$ cat config.mk
export PLATFORM = sky130hd
export DESIGN_NAME = fetch_stage
export DESIGN_NICKNAME = d
export VERILOG_FILES = /design/src/rtl/fetch_stage.sv
export SDC_FILE = /design/constraint.sdc
export NUM_CORES = 1
export LEC_CHECK = 0
export BUFFER_PORTS_ARGS = -buffer_cell sky130_fd_sc_hd__buf_2
export CELL_PAD_IN_SITES_DETAIL_PLACEMENT = 1
export CELL_PAD_IN_SITES_GLOBAL_PLACEMENT = 2
export CORE_MARGIN = 1.5
export CORE_UTILIZATION = 29
export DETAILED_ROUTE_END_ITERATION = 6
export PLACE_DENSITY = 0.95
export SKIP_CTS_REPAIR_TIMING = 1
export SLEW_MARGIN = 20
export SYNTH_ARGS = -nofsm -noshare
export SYNTH_HDL_FRONTEND = slang
export SYNTH_SLANG_ARGS = --single-unit
$ cat constraint.sdc
create_clock -name clk -period 5.1 [get_ports clk]
set_input_delay 0.51 -clock clk [delete_from_list [all_inputs] [get_ports clk]]
set_output_delay 0.51 -clock clk [all_outputs]
set_load 0.01 [all_outputs]
$ cat src/rtl/fetch_stage.sv
// Instruction-fetch stage: owns the PC, drives the instruction SRAM and offers
// one slot per cycle to Decode, turning an accepted taken branch into one cancelled slot.
module fetch_stage #(
  parameter logic [31:0] RESET_PC       = 32'h1c00_0000,
  parameter int          FD_BUS_Wid     = 33,
  parameter int          Branch_BUS_Wid = 33
) (
  input  logic                      clk,
  input  logic                      rst,
  input  logic                      D_allowin,
  input  logic [Branch_BUS_Wid-1:0] Branch_BUS,
  output logic                      FD_valid,
  output logic [FD_BUS_Wid-1:0]     FD_BUS,
  output logic                      inst_sram_en,
  output logic [3:0]                inst_sram_we,
  output logic [31:0]               inst_sram_addr,
  output logic [31:0]               inst_sram_wdata
);

  localparam logic [1:0] IDLE  = 2'd0;
  localparam logic [1:0] RUN   = 2'd1;
  localparam logic [1:0] REDIR = 2'd2;

  logic [1:0]  state_q, state_d;
  logic [31:0] pc_q, pc_d;
  logic [31:0] tgt_q, tgt_d;
  logic        d_busy_q, d_busy_d;
  logic        d_pc_en_q, d_pc_en_d;

  logic        br_taken;
  logic [31:0] br_target;
  logic [31:0] issue_pc;
  logic        issue_pc_en;
  logic        issue;
  logic        accept;

  assign br_taken  = Branch_BUS[32];
  assign br_target = Branch_BUS[31:0];

  assign issue_pc = (state_q == REDIR) ? tgt_q : pc_q + 32'd4;
  assign FD_valid = (state_q != IDLE);
  assign issue    = FD_valid & D_allowin & ~rst;

  // Only a live, non-cancelled branch leaving Decode can redirect.
  assign accept      = d_busy_q & d_pc_en_q & br_taken & D_allowin & ~rst;
  assign issue_pc_en = ~(accept & (state_q == RUN));

  assign FD_BUS          = {issue_pc, issue_pc_en};
  assign inst_sram_en    = issue;
  assign inst_sram_we    = 4'b0;
  assign inst_sram_addr  = issue_pc;
  assign inst_sram_wdata = 32'b0;

  always_comb begin
    state_d   = state_q;
    pc_d      = pc_q;
    tgt_d     = tgt_q;
    d_busy_d  = d_busy_q;
    d_pc_en_d = d_pc_en_q;
    case (state_q)
      IDLE:  state_d = RUN;
      RUN: if (issue && accept) begin
        state_d = REDIR;
        tgt_d   = br_target;
      end
      REDIR: if (issue) state_d = RUN;
      default: state_d = IDLE;
    endcase
    if (issue) begin
      pc_d      = issue_pc;
      d_busy_d  = 1'b1;
      d_pc_en_d = issue_pc_en;
    end else if (D_allowin) begin
      d_busy_d  = 1'b0;
    end
  end

  always_ff @(posedge clk) begin
    if (rst) begin
      state_q   <= IDLE;
      pc_q      <= RESET_PC - 32'd4;
      tgt_q     <= 32'd0;
      d_busy_q  <= 1'b0;
      d_pc_en_q <= 1'b0;
    end else begin
      state_q   <= state_d;
      pc_q      <= pc_d;
      tgt_q     <= tgt_d;
      d_busy_q  <= d_busy_d;
      d_pc_en_q <= d_pc_en_d;
    end
  end

endmodule

== Yosys cells after proc, flatten, opt, wreduce, memory -nomap -nowiden ==
Index checks and enable logic that the tools add are counted.

* Output and inout port bits: 103
* Input port bits: 36
* Word-level logic and storage cells: 31
* Register bits: 68

* Add/subtract/negate cells: 1
* Reductions and logical operators: 6
* Multiplexer cells: 6
* Equal/unequal tests: 4
* Bitwise logic cells: 9

{| class="wikitable"
|+ Operators with widths
! operator !! number
|-
| adder 32 x 3 -> 32 bit, second input constant || 1
|-
| 2-to-1 mux 32 bit || 1
|-
| AND 1 bit || 7
|-
| case mux 2 bit (3 select lines) || 1
|-
| 2-to-1 mux 2 bit || 2
|-
| AND reduction 2 bit || 2
|-
| nonzero test 2 bit || 2
|-
| equality test 2 x 1 -> 1 bit, second input constant || 1
|-
| equality test 2 bit, second input constant || 1
|-
| logical NOT 2 bit || 1
|-
| 2-to-1 mux 1 bit || 2
|-
| != test 2 x 1 -> 1 bit, second input constant || 1
|-
| != test 2 bit, second input constant || 1
|-
| NOT 1 bit || 2
|-
| logical AND 1 bit || 1
|}

== Logic depth before layout (Yosys ltp) ==
Gate-level depths: netlist of the first run.

* Word-level depth: 7
* Mapped depth: 8

== Least setup slack after synthesis of the first run ==
Ideal clock, no wire load.

* Path type: reg2out
* From: register pc_q[2]
* To: output inst_sram_addr[28]
* Required time: 4.590 ns
* Cell stages (with the launch flop): 9
* Arrival: 2.075 ns
* Path slack: 2.515 ns
* Path through: dfxtp_1 > ha_1 > nand3_2 > or4_1 > buf_2 > nor4_4 > xnor2_1 > a21oi_1 > buf_4

* Word-level cells in the longest chain between the ends: 2

{| class="wikitable"
|+ Ends and longest elaborated chain
! what !! line !! RTL
|-
| start, declared || 25 || <nowiki>logic [31:0] pc_q, pc_d;</nowiki>
|-
| start signal, assigned || 81 || <nowiki>pc_q <= RESET_PC - 32'd4;</nowiki>
|-
| start signal, assigned || 87 || <nowiki>pc_q <= pc_d;</nowiki>
|-
| adder 32 x 3 -> 32 bit || 40 || <nowiki>assign issue_pc = (state_q == REDIR) ? tgt_q : pc_q + 32'd4;</nowiki>
|-
| 2-to-1 mux 32 bit || 40 ||
|-
| end, declared || 16 || <nowiki>output logic [31:0] inst_sram_addr,</nowiki>
|}

Every way passes these cells.

== Worst setup path after layout of the first run ==
* From: input rst
* To: output inst_sram_en

* Word-level cells in the longest chain between the ends: 2

{| class="wikitable"
|+ Ends and longest elaborated chain
! what !! line !! RTL
|-
| start, declared || 9 || <nowiki>input logic rst,</nowiki>
|-
| NOT 1 bit || 42 || <nowiki>assign issue = FD_valid & D_allowin & ~rst;</nowiki>
|-
| AND 1 bit || 42 ||
|-
| end, declared || 14 || <nowiki>output logic inst_sram_en,</nowiki>
|}

Every way passes these cells.

==> results.txt, run 1 <==
Synth async-reset ratio -> 0%
CTS tree -> yes
Pint -> 1.11 mW
Top_reg_cell synth -> dfxtp_1
Maximum clock frequency -> 293 MHz
Clock Skew -> 0.00352 ns
CTS max path bufs -> 2
Initial core utilization -> 30.0%
Final worst-path cycle share -> 66.8%
Final setup violation count -> 0
Post-DP HPWL -> 8.38 mm
Die Ht -> 120 um
Final worst slack -> 1.69 ns
Outcome -> finished, final reports clean
TritonRoute pass-1 iters -> 4
Wire length per cell -> 15.1 um
FP Rows -> 42
Crit Path Max Fanout -> 56
Cells after Synth -> 544
Pwr Total -> 1.67 mW
Cell variety after synth -> 48
Clk network pwr share -> 35.3%
R2R depth -> 6
Tightest Pin Transition -> 0.988 ns
Drt first-iter violations -> 89
CP Cell Sequence -> buf_2, buf_4, nor2b_1, nand2_1, clkinv_1, buf_2
CTS Sinks -> 68
Power Density -> 368 nW/um2
VDD IR max -> 0.000126 V
Commonest non-fill, non-tap cell in the layout -> buf_2
Buffer and inverter count on the worst path -> 4
Hold slack -> 0.418 ns
Fin. Hold Viols -> 0
Routed Antenna Nets -> 0
Vias per std cell -> 4.77
Clk Latency, worst-skew pair -> 0.33 ns
Hold depth -> 3
Drt drc -> 0
# H-tree levels -> 3
YS warnings -> 0
Gpl congestion -> 0.867
Crit path max-delay family -> buffers and inverters
Pin count of the biggest net entering global routing -> 57
CTS Root Cell -> clkbuf_16
Sw Pwr -> 556 uW
Max-cap violations -> 0
Vias in the first global route -> 3930
Sw Ratio -> 33.3%
Vias -> 3703
Most frequent cells in the layout -> buf_2, nand2_1, a21oi_1
Fin. max-slew vios -> 0
Total gr overflow -> 0
Finished Core Util -> 34.0%
Antenna Cells -> 0
Slowest Stage Delay on Critical Path -> 0.83 ns
IO Port Bufs -> 102
I/O pin count -> 139
Total die area -> 14500 um2
Die width -> 120 um
Global-route wire length before repair -> 19.1 mm
Comb pwr share -> 30.1%
Total Wirelength -> 11.7 mm
Worst EP required -> 4.59 ns
Post-Syn Area -> 4000 um2
Syn avg cell area -> 7.35 um2
Slew margin rel. -> 34.1%
Critical path's most frequent cell -> buf_2
Initial antenna violation count -> 0
Fin nets -> 632
WP depth -> 6
#FFs+latches synth -> 68
Area delta synth->final -> 13.4%
RSZ-0062 raised after global routing -> false
Reg clk slew, reported paths -> 0.05 ns
Layout cell share with drive strength beyond 1 -> 21.2%
Core ar. -> 13300 um2
Reg power frac -> 34.6%
Setup total negative slack -> 0 ns
Hold crit path type -> in2reg
Clock buffer count from CTS -> 9
Slowest-stage cell, CP -> clkinv_1
GR Util All Layers -> 16.8%
Final worst path period need -> 3.41 ns
Post-synth EDFFs -> 0
Arrival time worst endpoint -> 2.90 ns
CP Class -> in2out
Setup slack at placement -> 1.69 ns
Startpoint types -> input pin
Leakage -> 1.88 nW
Post-synthesis sequential area ratio -> 34.0%
Crit path capture type -> output pin
-- worst min-delay path: stages --
cell     delay, ns
buf_2         0.10
nand2_1       0.05
a21oi_1       0.05
-- synthesized netlist by cell type, types with 5 or more instances --
| library cell | number | share of area, % |
|---|---|---|
| a21oi_1 | 72 | 9.0 |
| a31oi_1 | 8 | 1.3 |
| and3_1 | 6 | 0.94 |
| buf_2 | 7 | 0.88 |
| buf_4 | 69 | 13 |
| clkbuf_1 | 20 | 1.9 |
| dfxtp_1 | 68 | 34 |
| inv_1 | 9 | 0.84 |
| nand2_1 | 99 | 9.3 |
| nand2b_1 | 5 | 0.78 |
| nand3_1 | 14 | 1.8 |
| nand4_1 | 7 | 1.1 |
| nor2_1 | 47 | 4.4 |
| nor3_1 | 12 | 1.5 |
| o21ai_0 | 15 | 1.9 |
| o22a_1 | 7 | 1.5 |
| xnor2_1 | 12 | 2.6 |
| xor2_1 | 16 | 3.5 |
-- registers in the layout, indices dropped and copies added (netlist names) --
name       flops
pc_q          32
tgt_q         32
state_q        2
d_busy_q       1
d_pc_en_q      1
-- kinds of logic after synthesis --
family | share of synthesized area (%)
and+or+nand+nor | 23.6
AOI/OAI and AO/OA | 18.7
buffers and inverters | 17.1
DFF | 34.0
xor gates and xnor gates | 6.13
adders and majority gates | 0.313
other | 0.0938
-- metrics by stage --
| step | std cells | area (um2) |
|---|---|---|
| final | 776 | 4530 |
| after global routing | 776 | 4530 |
| after CTS | 776 | 4530 |
| after detailed placement | 760 | 4250 |
| after global placement | 760 | 4250 |
| after floorplan | 579 | 4130 |
-- metal layers --
metal	global-route usage (%)	vias up	part of all wire (%)
li1	-	1837	-
met1	19.0	1742	43
met2	30.2	97	50
met3	3.25	27	3.8
met4	7.57	0	3.1
met5	0	-	0
-- power by group through the flow --
stage	sequential, mW	combinational [mW]	clock [mW]
after floorplan	0.579	0.418	0
after global placement	0.585	0.494	0
after detailed placement	0.588	0.504	0
after CTS	0.577	0.509	0.605
after global routing	0.581	0.556	0.632
final	0.577	0.501	0.589
-- final timing paths --
kind / from / end / slack [ns]
worst max-delay path: rst / inst_sram_en / 1.69
worst min-delay path: Branch_BUS[24] / tgt_q[24] / 0.42
worst max register to register: state_q[1] / pc_q[17] / 2.47
worst min register to register: tgt_q[25] / tgt_q[25] / 0.46
-- layout make-up --
class | instances | area, um2
inverters | 11 | 41.3
repair buffers | 105 | 533
multi-input cells | 400 | 2100
clock inverters | 1 | 5.00
fillers | 1689 | 8810
well taps | 176 | 220
clock buffers | 15 | 278
flip-flops and latches | 68 | 1360
(Power assumes the default switching activity.)
==> run 2: changes to the inputs <==
CORE_UTILIZATION = 24   (was 29)
PLACE_DENSITY = 0.85   (was 0.95)
clock period = 2.8 ns   (was 5.1 ns; I/O delays follow)
==> run 2 against run 1 <==
Against the previous run: combinational power grew 93%; design area grew 3.9%; hold slack lost 0.24 ns; global-route usage shrank 3.2 points; critical path depth grew 1; first-iteration DRC count grew 83%; critical path type is now reg2out; largest cell class unchanged.
==> results.txt, run 2 (synthesized netlist as in run 1, its figures left out) <==
Hold crit path type -> in2reg
Worst min-delay path startpoint -> Branch_BUS[29]
Wire length per cell -> 13.9 um (-8.4%)
Final worst-path cycle share -> 96.4%
Leakage -> 1.95 nW (+3.8%)
RR Startpoint -> pc_q[2]
IO Port Bufs -> 102 (unchanged)
Crit. Startpoint -> pc_q[2]
Final worst path period need -> 2.70 ns
Post-DP HPWL -> 8.39 mm (+0.14%)
Total Wirelength -> 11.6 mm (-1.5%)
Core ar. -> 16400 um2 (+23%)
Comb pwr share -> 31.5% (+1.4 points)
Clock Skew -> 0.00527 ns (+0.00175 ns)
Placed Cells -> 817 (+7.5%)
Slew margin rel. -> 40.4% (+6.2 points)
Clk Latency, worst-skew pair -> 0.34 ns (about the same)
Max-cap violations -> 0 (unchanged)
Global-route wire length before repair -> 18.5 mm (-3.5%)
Layout cell share with drive strength beyond 1 -> 24.3% (+3.1 points)
Initial antenna violation count -> 0 (unchanged)
Pin count of the biggest net entering global routing -> 55 (-3.5%)
CTS Root Cell -> clkbuf_16
Tightest Pin Transition -> 0.891 ns (-0.0967 ns)
Final setup violation count -> 0 (unchanged)
Pint -> 2.04 mW (+84%)
Most frequent cells in the layout -> buf_2, nand2_1, a21oi_1
Area delta synth->final -> 17.8%
Clock buffer count from CTS -> 9 (unchanged)
Total gr overflow -> 0 (unchanged)
Commonest non-fill, non-tap cell in the layout -> buf_2
TritonRoute pass-1 iters -> 4 (unchanged)
Final std cells w/o fill -> 834 (+7.5%)
Fin. max-slew vios -> 0 (unchanged)
Vias in the first global route -> 3561 (-9.4%)
Gpl congestion -> 0.774 (-11%)
Die Ht -> 132 um (+9.7%)
Outcome -> finished, final reports clean
Power Density -> 653 nW/um2 (+77%)
Fin nets -> 647 (+2.4%)
VDD IR max -> 0.000303 V (+140%)
Met1 WL -> 5.09 mm (+1.0%)
CP Class -> reg2out
Vias -> 3724 (+0.57%)
Top Registers -> pc_q: 32 flops, tgt_q: 32 flops, state_q: 2 flops
Sw Ratio -> 33.6% (+0.21 points)
Antenna Cells -> 0 (unchanged)
CTS Sinks -> 68 (unchanged)
Vias per std cell -> 4.47 (-6.4%)
Crit Path Max Fanout -> 5 (-91%)
Total die area -> 17400 um2 (+20%)
CTS max path bufs -> 2 (unchanged)
Initial core utilization -> 24.4% (-5.6 points)
Crit path capture type -> output pin
Reg clk slew, reported paths -> 0.05 ns (about the same)
Worst EP required -> 2.52 ns (-2.07 ns)
Arrival time worst endpoint -> 2.42 ns (-0.48 ns)
Sw Pwr -> 1.03 mW (+86%)
Routed Antenna Nets -> 0 (unchanged)
Drt first-iter violations -> 163 (+83%)
Startpoint types -> register
Maximum clock frequency -> 370 MHz
Top routing layer in use -> met4
# H-tree levels -> 3 (unchanged)
FP Rows -> 47 (+12%)
CTS tree -> yes
GR Util All Layers -> 13.6% (-3.2 points)
Drt drc -> 0 (unchanged)
Reg power frac -> 34.2% (-0.4 points)
Clk network pwr share -> 34.3% (-1.0 points)
Pwr Total -> 3.07 mW (+84%)
Fin. Hold Viols -> 0 (unchanged)
Die width -> 132 um (+9.7%)
I/O pin count -> 139 (unchanged)
DR WL met3 -> 632 um (+43%)
Routed length on met2 -> 5.74 mm (-2.6%)
run 2: path summary, 6_finish.rpt:
kind	end	slack (ns)	cells after the start
worst max-delay path	inst_sram_addr[28]	0.1	7
worst min-delay path	tgt_q[29]	0.17	3
worst max register to register	pc_q[28]	0.73	7
worst min register to register	tgt_q[0]	0.45	2
run 2: worst max-delay path, stage by stage, from the launching register on:
cell	delay, ns
dfxtp_2	0.36
ha_2	0.22
nand3_4	0.11
or4_4	0.55
nor4_4	0.35
xnor2_1	0.13
a21oi_2	0.19
buf_2	0.16
run 2: power groups by stage:
stage	clock [mW]	sequential, mW	combinational (mW)
2_1_floorplan	0	1.05	0.761
3_3_place_gp	0	1.07	0.963
3_5_place_dp	0	1.07	0.970
4_1_cts	1.09	1.05	0.977
5_1_grt	1.13	1.06	1.07
6_report	1.06	1.05	0.968
run 2: layer usage:
metal,global-route usage [%],vias to the layer above
met5,0,-
met4,3.46,0
met3,4.69,8
met2,23.7,88
met1,15.8,1761
li1,-,1867
run 2: cell type report:
cell class,count,area [um2]
sequential,68,1370
multi-input combinational,400,2110
clock inverter,2,10.0
timing repair buffer,120,646
inverter,11,41.3
fill,2054,11700
clock buffer,13,260
tap,220,275
run 2: stage by stage:
| stage | hold slack [ns] | instance area (um2) | utilization, % | setup TNS [ns] | worst slack [ns] |
|---|---|---|---|---|---|
| final | 0.174 | 4710 | 28.7 | 0 | 0.0997 |
| after CTS | 0.164 | 4670 | 28.5 | -0.327 | -0.115 |
| after global placement | 0.445 | 4400 | 26.8 | 0 | 0.326 |
| after detailed placement | 0.448 | 4400 | 26.8 | 0 | 0.259 |
| after global routing | 0.169 | 4710 | 28.7 | -0.0186 | -0.00989 |
| after floorplan | 0.376 | 4130 | - | 0 | 0.445 |
